## src/rtl/led_blink_sequencer.sv

```systemverilog
// Command-driven two-LED blink sequencer: runs a latched mode for a number of
// full periods (or until abort), each period being two equal half-period phases.
module led_blink_sequencer #(
  parameter int unsigned HALF_PERIOD = 6_000_000,
  parameter int unsigned CNT_W       = 23,
  parameter int unsigned REP_W       = 8
) (
  input  logic             clk,
  input  logic             rst,
  input  logic             cmd_valid,
  output logic             cmd_ready,
  input  logic [1:0]       cmd_mode,
  input  logic [REP_W-1:0] cmd_reps,
  input  logic             abort,
  output logic             busy,
  output logic             done,
  output logic             led1,
  output logic             led2
);

  typedef enum logic [1:0] {StIdle, StPhA, StPhB} state_e;

  localparam logic [CNT_W-1:0] HalfLast = CNT_W'(HALF_PERIOD - 1);

  state_e           state_q, state_d;
  logic [CNT_W-1:0] half_cnt_q, half_cnt_d;
  logic [REP_W-1:0] period_cnt_q, period_cnt_d, period_inc;
  logic [REP_W-1:0] reps_q, reps_d;
  logic [1:0]       mode_q, mode_d;
  logic             busy_d, done_d, led1_d, led2_d;
  logic             accept, half_end;

  assign cmd_ready  = (state_q == StIdle) && !abort;
  assign accept     = cmd_valid && cmd_ready;
  assign half_end   = (half_cnt_q == HalfLast);
  assign period_inc = period_cnt_q + REP_W'(1);

  always_comb begin
    state_d      = state_q;
    half_cnt_d   = half_cnt_q;
    period_cnt_d = period_cnt_q;
    mode_d       = mode_q;
    reps_d       = reps_q;
    done_d       = 1'b0;
    unique case (state_q)
      StIdle: begin
        if (accept) begin
          state_d      = StPhA;
          half_cnt_d   = '0;
          period_cnt_d = '0;
          mode_d       = cmd_mode;
          reps_d       = cmd_reps;
        end
      end
      StPhA: begin
        if (abort) begin
          state_d = StIdle;
        end else if (half_end) begin
          state_d    = StPhB;
          half_cnt_d = '0;
        end else begin
          half_cnt_d = half_cnt_q + CNT_W'(1);
        end
      end
      StPhB: begin
        // Abort wins over natural completion, so no done pulse in that case.
        if (abort) begin
          state_d = StIdle;
        end else if (half_end) begin
          half_cnt_d = '0;
          if (reps_q != '0) period_cnt_d = period_inc;
          if ((reps_q != '0) && (period_inc == reps_q)) begin
            state_d = StIdle;
            done_d  = 1'b1;
          end else begin
            state_d = StPhA;
          end
        end else begin
          half_cnt_d = half_cnt_q + CNT_W'(1);
        end
      end
      default: state_d = StIdle;
    endcase
  end

  // LEDs are registered from the next state so they change on the same edge as the phase.
  always_comb begin
    busy_d = (state_d != StIdle);
    led1_d = 1'b0;
    led2_d = 1'b0;
    if (state_d == StPhA) begin
      unique case (mode_d)
        2'd0:    begin led1_d = 1'b1; led2_d = 1'b1; end
        2'd1:    begin led1_d = 1'b1; led2_d = 1'b0; end
        2'd2:    begin led1_d = 1'b1; led2_d = 1'b1; end
        default: begin led1_d = 1'b1; led2_d = 1'b0; end
      endcase
    end else if (state_d == StPhB) begin
      unique case (mode_d)
        2'd0:    begin led1_d = 1'b0; led2_d = 1'b0; end
        2'd1:    begin led1_d = 1'b0; led2_d = 1'b1; end
        2'd2:    begin led1_d = 1'b1; led2_d = 1'b1; end
        default: begin led1_d = 1'b0; led2_d = 1'b0; end
      endcase
    end
  end

  always_ff @(posedge clk or posedge rst) begin
    if (rst) begin
      state_q      <= StIdle;
      half_cnt_q   <= '0;
      period_cnt_q <= '0;
      mode_q       <= '0;
      reps_q       <= '0;
      busy         <= 1'b0;
      done         <= 1'b0;
      led1         <= 1'b0;
      led2         <= 1'b0;
    end else begin
      state_q      <= state_d;
      half_cnt_q   <= half_cnt_d;
      period_cnt_q <= period_cnt_d;
      mode_q       <= mode_d;
      reps_q       <= reps_d;
      busy         <= busy_d;
      done         <= done_d;
      led1         <= led1_d;
      led2         <= led2_d;
    end
  end

endmodule
```

## config.mk

```make
export PLATFORM = sky130hd
export DESIGN_NAME = led_blink_sequencer
export DESIGN_NICKNAME = d
export VERILOG_FILES = /design/src/rtl/led_blink_sequencer.sv
export SDC_FILE = /design/constraint.sdc
export NUM_CORES = 1
export LEC_CHECK = 0
export CELL_PAD_IN_SITES_DETAIL_PLACEMENT = 1
export CELL_PAD_IN_SITES_GLOBAL_PLACEMENT = 2
export CORE_MARGIN = 10
export CORE_UTILIZATION = 37
export CTS_CLUSTER_SIZE = 28
export DETAILED_ROUTE_END_ITERATION = 12
export GPL_ROUTABILITY_DRIVEN = 0
export PLACE_DENSITY = 0.9
export SETUP_SLACK_MARGIN = 0.3
export SYNTH_ARGS = -nofsm -noshare
export SYNTH_HDL_FRONTEND = slang
export SYNTH_SLANG_ARGS = --single-unit
```

## constraint.sdc

```tcl
create_clock -name clk -period 3.15 [get_ports clk]
set_input_delay 0.4725 -clock clk [delete_from_list [all_inputs] [get_ports clk]]
set_output_delay 0.4725 -clock clk [all_outputs]
set_load 0.02 [all_outputs]
```

Yosys cells after proc, flatten, opt, wreduce, memory -nomap -nowiden
Cells that the tools add are included.
- add/sub/neg operators: 2
- equal/unequal tests: 13
- mux-type cells: 29
- reduce and logical (&&, ||, !) cells: 16
- operator list (operator ; number):
    $mux W23 ; 3
    $pmux W23 S2 ; 1
    $mux W8 ; 4
    $add A23 B1 Y23 const B ; 1
    $eq A23 B23 Y1 const B ; 1
    $pmux W8 S2 ; 1
    $mux W2 ; 7
    $mux W1 ; 12
    $ne A2 B2 Y1 const B ; 5
    $add A8 B1 Y8 const B ; 1
    $eq A8 B8 Y1 ; 1
    $reduce_bool A8 Y1 ; 1
    $eq A2 B1 Y1 const B ; 3
    $eq A2 B2 Y1 const B ; 3
    $pmux W2 S3 ; 1
    $reduce_bool A2 Y1 ; 3
    $reduce_or A2 Y1 ; 3
    $reduce_and A5 Y1 ; 1
    $logic_not A2 Y1 ; 2
    $logic_and A1 B1 Y1 ; 3
    $reduce_and A3 Y1 ; 1
    $reduce_and A2 Y1 ; 1
    $logic_not A1 Y1 ; 1
- register bits after elaboration: 47
- input bits: 14
- output and inout bits: 5
- logic and storage cells: 69

Logic depth before layout (Yosys ltp)
Gate-level depths: netlist of the first run.
- depth after elaboration: 10
- gate-level depth with buffers: 9
- mapped depth without buffers: 9

Least setup slack after synthesis of the first run
Ideal clock, no wire load.
- path type: reg-to-reg
- start: reg state_q[0]
- end: reg led2
- library setup time: 0.079 ns
- data arrival time: 2.497 ns
- required time: 3.071 ns
- slack: 0.574 ns
- cell stages (with the launch flop): 10
- buffers on the path: 1
- period minus slack after synthesis: 2.576 ns
- cells stage by stage: dfrtp_1 > inv_1 > ha_1 > nor2b_1 > nand2_1 > clkbuf_1 > mux2_2 > ha_1 > or3_1 > mux2i_1
- longest elaborated chain between the ends: 10
- elaborated cells between the ends (all ways): 24
- those cells by class: 6 x eq/ne; 12 x mux; 6 x reduce/logical
- RTL lines (what ; RTL line ; text):
    from (decl) ; 25 ; state_e state_q, state_d;
    from (signal assigned) ; 110 ; state_q <= StIdle;
    from (signal assigned) ; 120 ; state_q <= state_d;
    $logic_not A2 Y1 (*) ; 33 ; assign cmd_ready = (state_q == StIdle) && !abort;
    $logic_and A1 B1 Y1 (*) ; 33 ;
    named net cmd_ready ; 11 ; output logic cmd_ready,
    $logic_and A1 B1 Y1 (*) ; 34 ; assign accept = cmd_valid && cmd_ready;
    $mux W2 (*) ; 47 ; if (accept) begin
    $mux W2 (*) ; 45 ; unique case (state_q)
    named net mode_d[1] ; 29 ; logic [1:0] mode_q, mode_d;
    $eq A2 B2 Y1 or $eq A2 B1 Y1 (tied branches) ; 92, 99 ;
    $reduce_or A2 Y1 (no source line) ; - ;
    $mux W1 ; 99 ; unique case (mode_d)
    $mux W1 ; 98 ; end else if (state_d == StPhB) begin
    $mux W1 (*) ; 91 ; if (state_d == StPhA) begin
    named net led2_d ; 30 ; logic busy_d, done_d, led1_d, led2_d;
    to (signal assigned) ; 128 ; led2 <= led2_d;
    to (decl) ; 18 ; output logic led2
The timed path passes the listed nets; every way through them passes the cells marked *.
A chain may end at the register's enable or synchronous reset.

Worst setup path after layout of the first run
- start: reg state_q[0]
- end: reg half_cnt_q[9]
- longest elaborated chain between the ends: 5
- elaborated cells between the ends (all ways): 11
- those cells by class: 4 x eq/ne; 1 x mux; 6 x reduce/logical
- RTL lines (what ; RTL line ; text):
    $logic_not A2 Y1 ; 33, 45 ;
    $logic_and A1 B1 Y1 ; 33 ;
    $logic_and A1 B1 Y1 ; 34 ;
    $ne A2 B2 Y1 (no source line) ; - ;
    $reduce_and A3 Y1 (no source line) ; - ;
    to (signal assigned) ; 121 ; half_cnt_q <= half_cnt_d;
    to (decl) ; 26 ; logic [CNT_W-1:0] half_cnt_q, half_cnt_d;
Parallel ways exist; a longest one is shown, timed or not.

==> results.yml, run 1 <==
floorplanning:
  die_w_um: 105
  pin_count: 19
  num_rows: 30
  design.core.area_mm2: 0.00691
  initial_core_util_pct: 38.7
  dieArea_mm2: 0.0110
  die_y_um: 105
critical_path:
  arrival_ns: 2.71
  crit_required_ns: 3.35
  start_kind: "register"
  rr_worst_depth: 8
  critical_path_class: "reg -> reg"
  r2r_setup_slack_ns: 0.63
  worstSetupEndpointType: "register"
  cp_max_fo: 8
  r2r-end: "half_cnt_q[9]$_DFFE_PP0P_"
  crit_start: "state_q[0]$_DFF_PP0_"
  regToRegStartpoint: "state_q[0]$_DFF_PP0_"
  cp-endpoint: "half_cnt_q[9]$_DFFE_PP0P_"
layout:
  final_area_mm2: 0.00304
  num_antenna_cells: 0
  area_growth_pct: 13.7
  fillerInstances: 816
  drive_gt1_share_pct: 11.2
  final_nets: 324
sta:
  fin_crit_ns: 2.52
  max_slew_margin_pct: 31.0
  setup_viol: 0
  fin_hold_ws_ns: 0.502
  final_hold_viol_count: 0
  rsz0062_at_grt: "false"
  finalMaxSlewViolations: 0
  finalCritPeriodShare_pct: 79.9
  max_freq_mhz: 397
  finalClockSkew_ns: 0.0202
  final.setup.tns_ns: 0
  worst_pin_slew_ns: 1.03
detailed_routing:
  ant_nets: 0
  wl_met1_mm: 3.10
  vias_per_cell: 5.30
  drt_iter0_markers: 62
  met3_length_um: 134
  wl_per_cell_um: 16.0
  routed-wl-met2_mm: 3.11
  drc: 0
  vias: 2120
  wl_mm: 6.42
  top_layer: "met4"
  dr.pass1.iters: 4
clocking:
  clk_pin_slew_ns: 0.11
  post_cts_buffers: 0
  cts_buffers: 5
  clock_latency_ns: 0.32
  htree_num_levels: 2
  clkSinkCount: 47
  cts_resized: 0
  cts_max_path_buffers: 2
  cts_tree: "done"
  hold_buffers: 0
  cts_root_buffer: "clkbuf_8"
power_and_ir_drop:
  power.internal_mw: 1.14
  p_leak_nw: 1.24
  power_switching_mw: 0.649
  p_clk_share_pct: 21.0
  peakVddDrop_uv: 253
  powerDensity_mw_per_mm2: 590
  total_power_mw: 1.79
  seqPwrFrac_pct: 44.2
  swShare_pct: 36.2
  pwr-share-comb_pct: 34.8
place:
  port_buffers: 18
  placed_cell_area_mm2: 0.00295
  dp_hpwl_mm: 4.75
synthesis:
  yosys_most_used_dff: "dfrtp_1"
  synthesis.area_mm2: 0.00267
  syn_inst: 282
  synth_common_cells: "47 x dfrtp_1, 25 x nor2_1, 24 x o21ai_0"
  ys_ff_latch: 47
  synth_most_common_cell: "dfrtp_1"
  yosys_warnings: 0
  yosys-top-cells-area: "dfrtp_1 44%, o21ai_0 4.5%, mux2_2 4.2%"
  synth_top_area_cell: "dfrtp_1"
  synth_edf_count: 0
  syn-num-nets: 303
  yosysTopAreaCellShare_pct: 44.0
  ys_types: 49
  async_reset_ff_share_pct: 100
  syn_avg_cell_area_um2: 9.47
  ys_seq_area_share_pct: 44.0
global_routing:
  overflow: 0
  track_usage_pct: 12.0
  grt_max_degree: 48
  first_global_vias: 2271
  grt_pass1_wl_mm: 11.1
  antenna_found_initial: 0
worst_hold_path:
  hold_path.class: "reg -> reg"
status:
  status: "completed"
flow_run:
  max-cap-violations: 0
==> registers in the layout, indices dropped and copies added, names as in the netlist <==
signal / cells
led1: 1
half_cnt_q: 23
mode_q: 2
period_cnt_q: 8
led2: 1
busy: 1
reps_q: 8
state_q: 2
done: 1
==> power groups by stage <==
stage / Combinational (mW) / Sequential (mW) / Clock (mW)
4_1_cts: 0.635 / 0.792 / 0.387
6_report: 0.624 / 0.791 / 0.376
2_1_floorplan: 0.418 / 0.801 / 0
3_3_place_gp: 0.606 / 0.800 / 0
5_1_grt: 0.707 / 0.809 / 0.409
3_5_place_dp: 0.630 / 0.804 / 0
==> critical path: stages (launching register included) <==
cell     delay (ns)
dfrtp_1        0.45
inv_1          0.11
ha_1           0.39
nor2_1         0.11
a21oi_1        0.08
or2_0          0.35
buf_4          0.22
or2_2          0.37
o41ai_1        0.31
==> cell usage in the layout (no fill, tap or decap), drive strengths merged, types with 2 or more instances in the layout <==
| cell type | n |
|---|---|
| clkbuf | 6 |
| nor4b | 2 |
| ha | 7 |
| nor2 | 25 |
| and4 | 5 |
| o21ai | 26 |
| xor2 | 9 |
| inv | 10 |
| and3 | 8 |
| nor3 | 8 |
| or2 | 2 |
| xnor2 | 11 |
| nand2 | 23 |
| mux2i | 2 |
| nand3 | 13 |
| clkdlybuf4s50 | 18 |
| or3 | 3 |
| nor2b | 3 |
| mux2 | 10 |
| o31ai | 10 |
| buf | 6 |
| nand2b | 6 |
| nand4 | 5 |
| a31oi | 5 |
| dfrtp | 47 |
| nor4 | 4 |
| and2 | 6 |
| o41ai | 2 |
| a21oi | 8 |
==> cell families (layout without fill, tap and decap cells) <==
kind of cell,after synthesis,in the layout,share of synthesized area (%)
buf+inv,20,42,3.84
simple gates,117,117,23.3
xor+xnor,20,20,6.56
compound gates,59,59,14.0
mux,12,12,4.97
flops,47,47,44.0
fa+ha+maj,7,7,3.28
==> metal layers <==
metal / global-route usage (%) / up-vias
met3: 2.64 / 7
met2: 20.0 / 13
met1: 15.0 / 1046
met4: 3.73 / 0
met5: 0 / -
li1: - / 1054
==> final cells by class <==
| type | instances | area [µm²] | area share [%] |
|---|---|---|---|
| flip-flops and latches | 47 | 1180 | 38.7 |
| multi-input cells | 215 | 1390 | 45.8 |
| clock buffers | 6 | 72.6 | 2.39 |
| well taps | 96 | 120 | 3.96 |
| inverters | 10 | 37.5 | 1.24 |
| repair buffers | 24 | 225 | 7.42 |
| clock inverters | 2 | 12.5 | 0.412 |
==> worst min-delay path by stage <==
| stage | from | endpoint | slack (ns) | cells after the start |
|---|---|---|---|---|
| finish | period_cnt_q[7]$_DFFE_PP0P_ | period_cnt_q[7]$_DFFE_PP0P_ | 0.50 | 1 |
| global route | period_cnt_q[7]$_DFFE_PP0P_ | period_cnt_q[7]$_DFFE_PP0P_ | 0.54 | 1 |
| CTS | period_cnt_q[7]$_DFFE_PP0P_ | period_cnt_q[7]$_DFFE_PP0P_ | 0.51 | 1 |
| detailed placement | period_cnt_q[7]$_DFFE_PP0P_ | period_cnt_q[7]$_DFFE_PP0P_ | 0.49 | 1 |
| global placement | period_cnt_q[7]$_DFFE_PP0P_ | period_cnt_q[7]$_DFFE_PP0P_ | 0.48 | 1 |
| floorplan | half_cnt_q[9]$_DFFE_PP0P_ | half_cnt_q[9]$_DFFE_PP0P_ | 0.46 | 1 |
==> through the flow <==
step / utilization [%] / setup WS [ns] / cells
floorplan: - / 0.574 / 282
global placement: 42.7 / 0.614 / 392
detailed placement: 42.7 / 0.543 / 392
CTS: 43.9 / 0.619 / 400
global route: 43.9 / 0.418 / 400
finish: 43.9 / 0.632 / 400
Power figures use the tool's default switching activity.
==> inputs of run 2 (changes only) <==
--- a/config.mk
+++ b/config.mk
@@ -8,11 +8,11 @@
 export CELL_PAD_IN_SITES_DETAIL_PLACEMENT = 1
 export CELL_PAD_IN_SITES_GLOBAL_PLACEMENT = 2
 export CORE_MARGIN = 10
-export CORE_UTILIZATION = 37
+export CORE_UTILIZATION = 34
 export CTS_CLUSTER_SIZE = 28
 export DETAILED_ROUTE_END_ITERATION = 12
 export GPL_ROUTABILITY_DRIVEN = 0
-export PLACE_DENSITY = 0.9
+export PLACE_DENSITY = 0.87
 export SETUP_SLACK_MARGIN = 0.3
 export SYNTH_ARGS = -nofsm -noshare
 export SYNTH_HDL_FRONTEND = slang
==> constraint.sdc (replaced) <==
create_clock -name clk -period 2.3 [get_ports clk]
set_input_delay 0.345 -clock clk [delete_from_list [all_inputs] [get_ports clk]]
set_output_delay 0.345 -clock clk [all_outputs]
set_load 0.02 [all_outputs]
==> results.yml, run 2 (synthesized netlist as in run 1, its figures left out) <==
critical_path:
  start_kind: "register"
  r2r-end: "state_q[0]$_DFF_PP0_"
  r2r_setup_slack_ns: 0.21
  regToRegStartpoint: "half_cnt_q[1]$_DFFE_PP0P_"
  arrival_ns: 2.28
  cp_max_fo: 4
  critical_path_class: "reg -> reg"
  crit_start: "half_cnt_q[1]$_DFFE_PP0P_"
  crit_required_ns: 2.49
  worstSetupEndpointType: "register"
  rr_worst_depth: 8
floorplanning:
  pin_count: 19
  num_rows: 32
  design.core.area_mm2: 0.00769
  dieArea_mm2: 0.0118
  die_w_um: 109
  die_y_um: 109
  initial_core_util_pct: 34.7
power_and_ir_drop:
  total_power_mw: 2.99
  p_leak_nw: 1.50
  peakVddDrop_uv: 285
  powerDensity_mw_per_mm2: 833
sta:
  setup_viol: 0
  finalMaxSlewViolations: 0
  max_slew_margin_pct: 67.8
  rsz0062_at_grt: "true"
  final_hold_viol_count: 0
  worst_pin_slew_ns: 0.483
  finalClockSkew_ns: 0.00927
  fin_crit_ns: 2.09
  final.setup.tns_ns: 0
  max_freq_mhz: 479
  finalCritPeriodShare_pct: 90.7
detailed_routing:
  wl_per_cell_um: 16.8
  drt_iter0_markers: 42
  dr.pass1.iters: 4
  vias: 2298
  wl_mm: 7.37
  drc: 0
  vias_per_cell: 5.25
  ant_nets: 0
layout:
  drive_gt1_share_pct: 29.5
  largest_reg_flops: 23
  layout_common_cells: "43 x dfrtp_1, 35 x buf_4, 25 x nor2_1, 22 x nand2_1, 17 x clkdlybuf4s50_1"
  fillerInstances: 878
  top_regs: "half_cnt_q x23, period_cnt_q x8, reps_q x8"
  regArea_mm2: 0.00118
  fin_cells: 438
  final_common_cell: "dfrtp_1"
  final_nets: 356
  area_growth_pct: 34.3
  multiInputGateArea_mm2: 0.00162
  num_antenna_cells: 0
  utilization_pct: 46.6
  regMostFlops: "half_cnt_q"
clocking:
  cts_max_path_buffers: 2
  cts_buffers: 5
  hold_buffers: 0
  cts_root_buffer: "clkbuf_8"
  clkSinkCount: 47
  htree_num_levels: 2
  cts_tree: "done"
  clk_pin_slew_ns: 0.10
  clock_latency_ns: 0.32
flow_run:
  max-cap-violations: 0
global_routing:
  antenna_found_initial: 0
  first_global_vias: 2427
  track_usage_pct: 12.6
  grt_max_degree: 31
  overflow: 0
  grt_pass1_wl_mm: 12.1
place:
  place_inst: 410
  dp_hpwl_mm: 5.15
  port_buffers: 18
worst_hold_path:
  hold_path.class: "in -> async"
status:
  status: "completed"
run 2: worst max-delay path by stage:
stage | end | slack (ns) | depth (start not counted)
CTS | led1$_DFF_PP0_ | 0.19 | 7
floorplan | led2$_DFF_PP0_ | 0.20 | 9
detailed placement | led2$_DFF_PP0_ | 0.05 | 8
finish | state_q[0]$_DFF_PP0_ | 0.21 | 8
global route | led1$_DFF_PP0_ | 0.11 | 7
global placement | led2$_DFF_PP0_ | 0.10 | 8
run 2: power by group:
| group | switching (mW) | internal [mW] |
|---|---|---|
| registers | 0.129 | 0.967 |
| logic | 0.599 | 0.545 |
| clock network | 0.312 | 0.434 |
run 2: critical path, cell delays in order, from the launching register on:
cell and delay, ns:
dfrtp_1 0.42, ha_4 0.16, nand4_1 0.19, or3_4 0.46, o21ai_1 0.17, a211oi_1 0.14, a21oi_4 0.24, buf_4 0.14
nor2_1 0.03
run 2: final cells by class:
| cell class | instances | share of cell area, % |
|---|---|---|
| clock buffers | 5 | 1.92 |
| clock inverters | 3 | 1.88 |
| inverters | 10 | 1.05 |
| multi-input cells | 215 | 45.1 |
| flip-flops and latches | 47 | 32.9 |
| well taps | 102 | 3.56 |
| repair buffers | 56 | 13.5 |
run 2: stage by stage:
| stage | worst slack, ns | instance area (µm²) | hold WS (ns) |
|---|---|---|---|
| 3_3_place_gp | 0.102 | 3130 | 0.489 |
| 6_report | 0.213 | 3590 | 0.335 |
| 3_5_place_dp | 0.0479 | 3130 | 0.493 |
| 2_1_floorplan | 0.200 | 2750 | 0.418 |
| 4_1_cts | 0.185 | 3440 | 0.344 |
| 5_1_grt | 0.111 | 3590 | 0.360 |
run 2: metal layers:
metal / GRT usage [%] / share of wire (%) / vias up
li1: - / - / 1115
met1: 14.7 / 44 / 1153
met2: 22.6 / 52 / 19
met3: 2.18 / 2.4 / 11
met4: 4.80 / 1.7 / 0
met5: 0 / 0 / -
run 2: timing repair:
action                                  in CTS  in global routing
endpoints found under the hold margin        0                  0
gates resized for setup                     19                 34
setup buffers                               13                  7
endpoints found under the setup margin      25                 33
cloned                                       0                  0
pin swaps                                    6                 11
==> inputs of run 3 (changes only) <==
--- a/config.mk
+++ b/config.mk
@@ -8,11 +8,11 @@
 export CELL_PAD_IN_SITES_DETAIL_PLACEMENT = 1
 export CELL_PAD_IN_SITES_GLOBAL_PLACEMENT = 2
 export CORE_MARGIN = 10
-export CORE_UTILIZATION = 34
+export CORE_UTILIZATION = 37
 export CTS_CLUSTER_SIZE = 28
 export DETAILED_ROUTE_END_ITERATION = 12
 export GPL_ROUTABILITY_DRIVEN = 0
-export PLACE_DENSITY = 0.87
+export PLACE_DENSITY = 0.9
 export SETUP_SLACK_MARGIN = 0.3
 export SYNTH_ARGS = -nofsm -noshare
 export SYNTH_HDL_FRONTEND = slang
==> constraint.sdc (replaced) <==
create_clock -name clk -period 2.1 [get_ports clk]
set_input_delay 0.315 -clock clk [delete_from_list [all_inputs] [get_ports clk]]
set_output_delay 0.315 -clock clk [all_outputs]
set_load 0.02 [all_outputs]
==> results.yml, run 3 (synthesized netlist as in run 1, its figures left out) <==
floorplanning:
  num_rows: 30
  initial_core_util_pct: 38.7
  design.core.area_mm2: 0.00691
  die_y_um: 105
  die_w_um: 105
  pin_count: 19
  dieArea_mm2: 0.0110
sta:
  finalMaxSlewViolations: 0
  finalCritPeriodShare_pct: 107
  worst_pin_slew_ns: 0.517
  max_slew_margin_pct: 65.5
  fin_crit_ns: 2.25
  final_hold_viol_count: 0
  max_freq_mhz: 444
  finalClockSkew_ns: 0.0147
  rsz0062_at_grt: "true"
  setup_ws_ns: -0.152
  setup_viol: 9
detailed_routing:
  vias_per_cell: 5.80
  ant_nets: 0
  drt_iter0_markers: 160
  wl_mm: 10.9
  wl_per_cell_um: 23.4
  dr.pass1.iters: 4
  drc: 0
  vias: 2690
clocking:
  cts_buffers: 5
  clock_latency_ns: 0.31
  cts_tree: "done"
  clkSinkCount: 47
  cts_root_buffer: "clkbuf_8"
  htree_num_levels: 2
  cts_max_path_buffers: 2
  clk_pin_slew_ns: 0.10
  hold_buffers: 0
place:
  port_buffers: 18
  dp_hpwl_mm: 5.85
  dpl_worst_slack_ns: -0.255
layout:
  area_growth_pct: 53.2
  top_regs: "half_cnt_q x23, period_cnt_q x8, reps_q x8"
  regMostFlops: "half_cnt_q"
  final_common_cell: "buf_4"
  layout_common_cells: "55 x buf_4, 43 x dfrtp_1, 19 x nand2_1, 17 x clkdlybuf4s50_1, 15 x nor2_1"
  final_nets: 388
  largest_reg_flops: 23
  num_antenna_cells: 0
  drive_gt1_share_pct: 49.5
critical_path:
  start_kind: "register"
  cp-endpoint: "led2$_DFF_PP0_"
  r2r_setup_slack_ns: -0.15
  arrival_ns: 2.48
  cp_max_fo: 5
  r2r-end: "led2$_DFF_PP0_"
  crit_start: "state_q[1]$_DFF_PP0_"
  regToRegStartpoint: "state_q[1]$_DFF_PP0_"
  critical_path_class: "reg -> reg"
  worstSetupEndpointType: "register"
  crit_required_ns: 2.32
  rr_worst_depth: 9
power_and_ir_drop:
  powerDensity_mw_per_mm2: 905
  total_power_mw: 3.70
  peakVddDrop_uv: 372
  p_leak_nw: 1.69
status:
  violations: "setup timing"
  status: "complete, but fails checks"
global_routing:
  track_usage_pct: 16.3
  overflow: 0
  grt_max_degree: 24
  first_global_vias: 2862
  grt_pass1_wl_mm: 14.8
  antenna_found_initial: 0
worst_hold_path:
  hold_path.class: "in -> async"
flow_run:
  max-cap-violations: 0
## run 3: changes by cell type in the layout (fill, tap and decap cells not counted), moves of 6 or more
| cell | change |
|---|---|
| buf_4 | +20 |
| nor2_1 | -10 |
| buf_6 | +12 |
| o21ai_2 | +7 |
| nor2_2 | +8 |
| o21ai_0 | -6 |
## run 3: worst min path at each step
stage / end
after floorplan: done$_DFF_PP0_
after global placement: period_cnt_q[7]$_DFFE_PP0P_
after detailed placement: half_cnt_q[6]$_DFFE_PP0P_
after CTS: period_cnt_q[2]$_DFFE_PP0P_
after global routing: period_cnt_q[3]$_DFFE_PP0P_
final: reps_q[2]$_DFFE_PP0P_
## run 3: through the flow
| stage | util, % | instances | hold WS [ns] | setup TNS, ns | instance area, µm² |
|---|---|---|---|---|---|
| final | 59.2 | 464 | 0.358 | -0.665 | 4090 |
| after global routing | 59.2 | 464 | 0.416 | -1.81 | 4090 |
| after CTS | 55.3 | 453 | 0.370 | -0.155 | 3820 |
| after detailed placement | 47.9 | 424 | 0.505 | -0.393 | 3310 |
| after global placement | 47.9 | 424 | 0.481 | -0.0916 | 3310 |
| after floorplan | - | 282 | 0.388 | 0 | 2810 |
## run 3: final cells by class
type,count,area [µm²]
Tap cell,96,120
Clock buffer,6,82.6
Inverter,10,37.5
Fill cell,752,2820
Multi-Input combinational cell,216,1910
Clock inverter,2,16.3
Timing Repair Buffer,87,746
Sequential cell,47,1180
## run 3: metal layers
layer  GRT usage (%)  vias up  wire, µm
met5               0        -         0
met4            5.88        0       330
met3            2.52       30       265
met2            30.5       79      5860
met1            18.0     1398      4430
li1                -     1183         -
## run 3: worst max-delay path, cell delays in order, from the launching register on
cell and delay, ns:
dfrtp_1 0.40, inv_2 0.07, ha_4 0.18, nor2b_4 0.14, nand2_2 0.13, mux2_2 0.39
inv_2 0.09, ha_4 0.20, or3_1 0.37, mux2i_2 0.19
## run 3: timing repair
action / CTS / global route
endpoints found under the setup margin: 34 / 38
setup buffers: 20 / 11
cloned: 1 / 0
pin swaps: 27 / 28
hold endpoints to repair: 0 / 0
resized for setup: 80 / 42
## run 3: where the power goes
part,leakage (nW),switching [mW],internal [mW],total [mW]
combinational,1.03,0.976,0.896,1.87
clock,0.0474,0.342,0.270,0.612
sequential,0.620,0.160,1.06,1.22
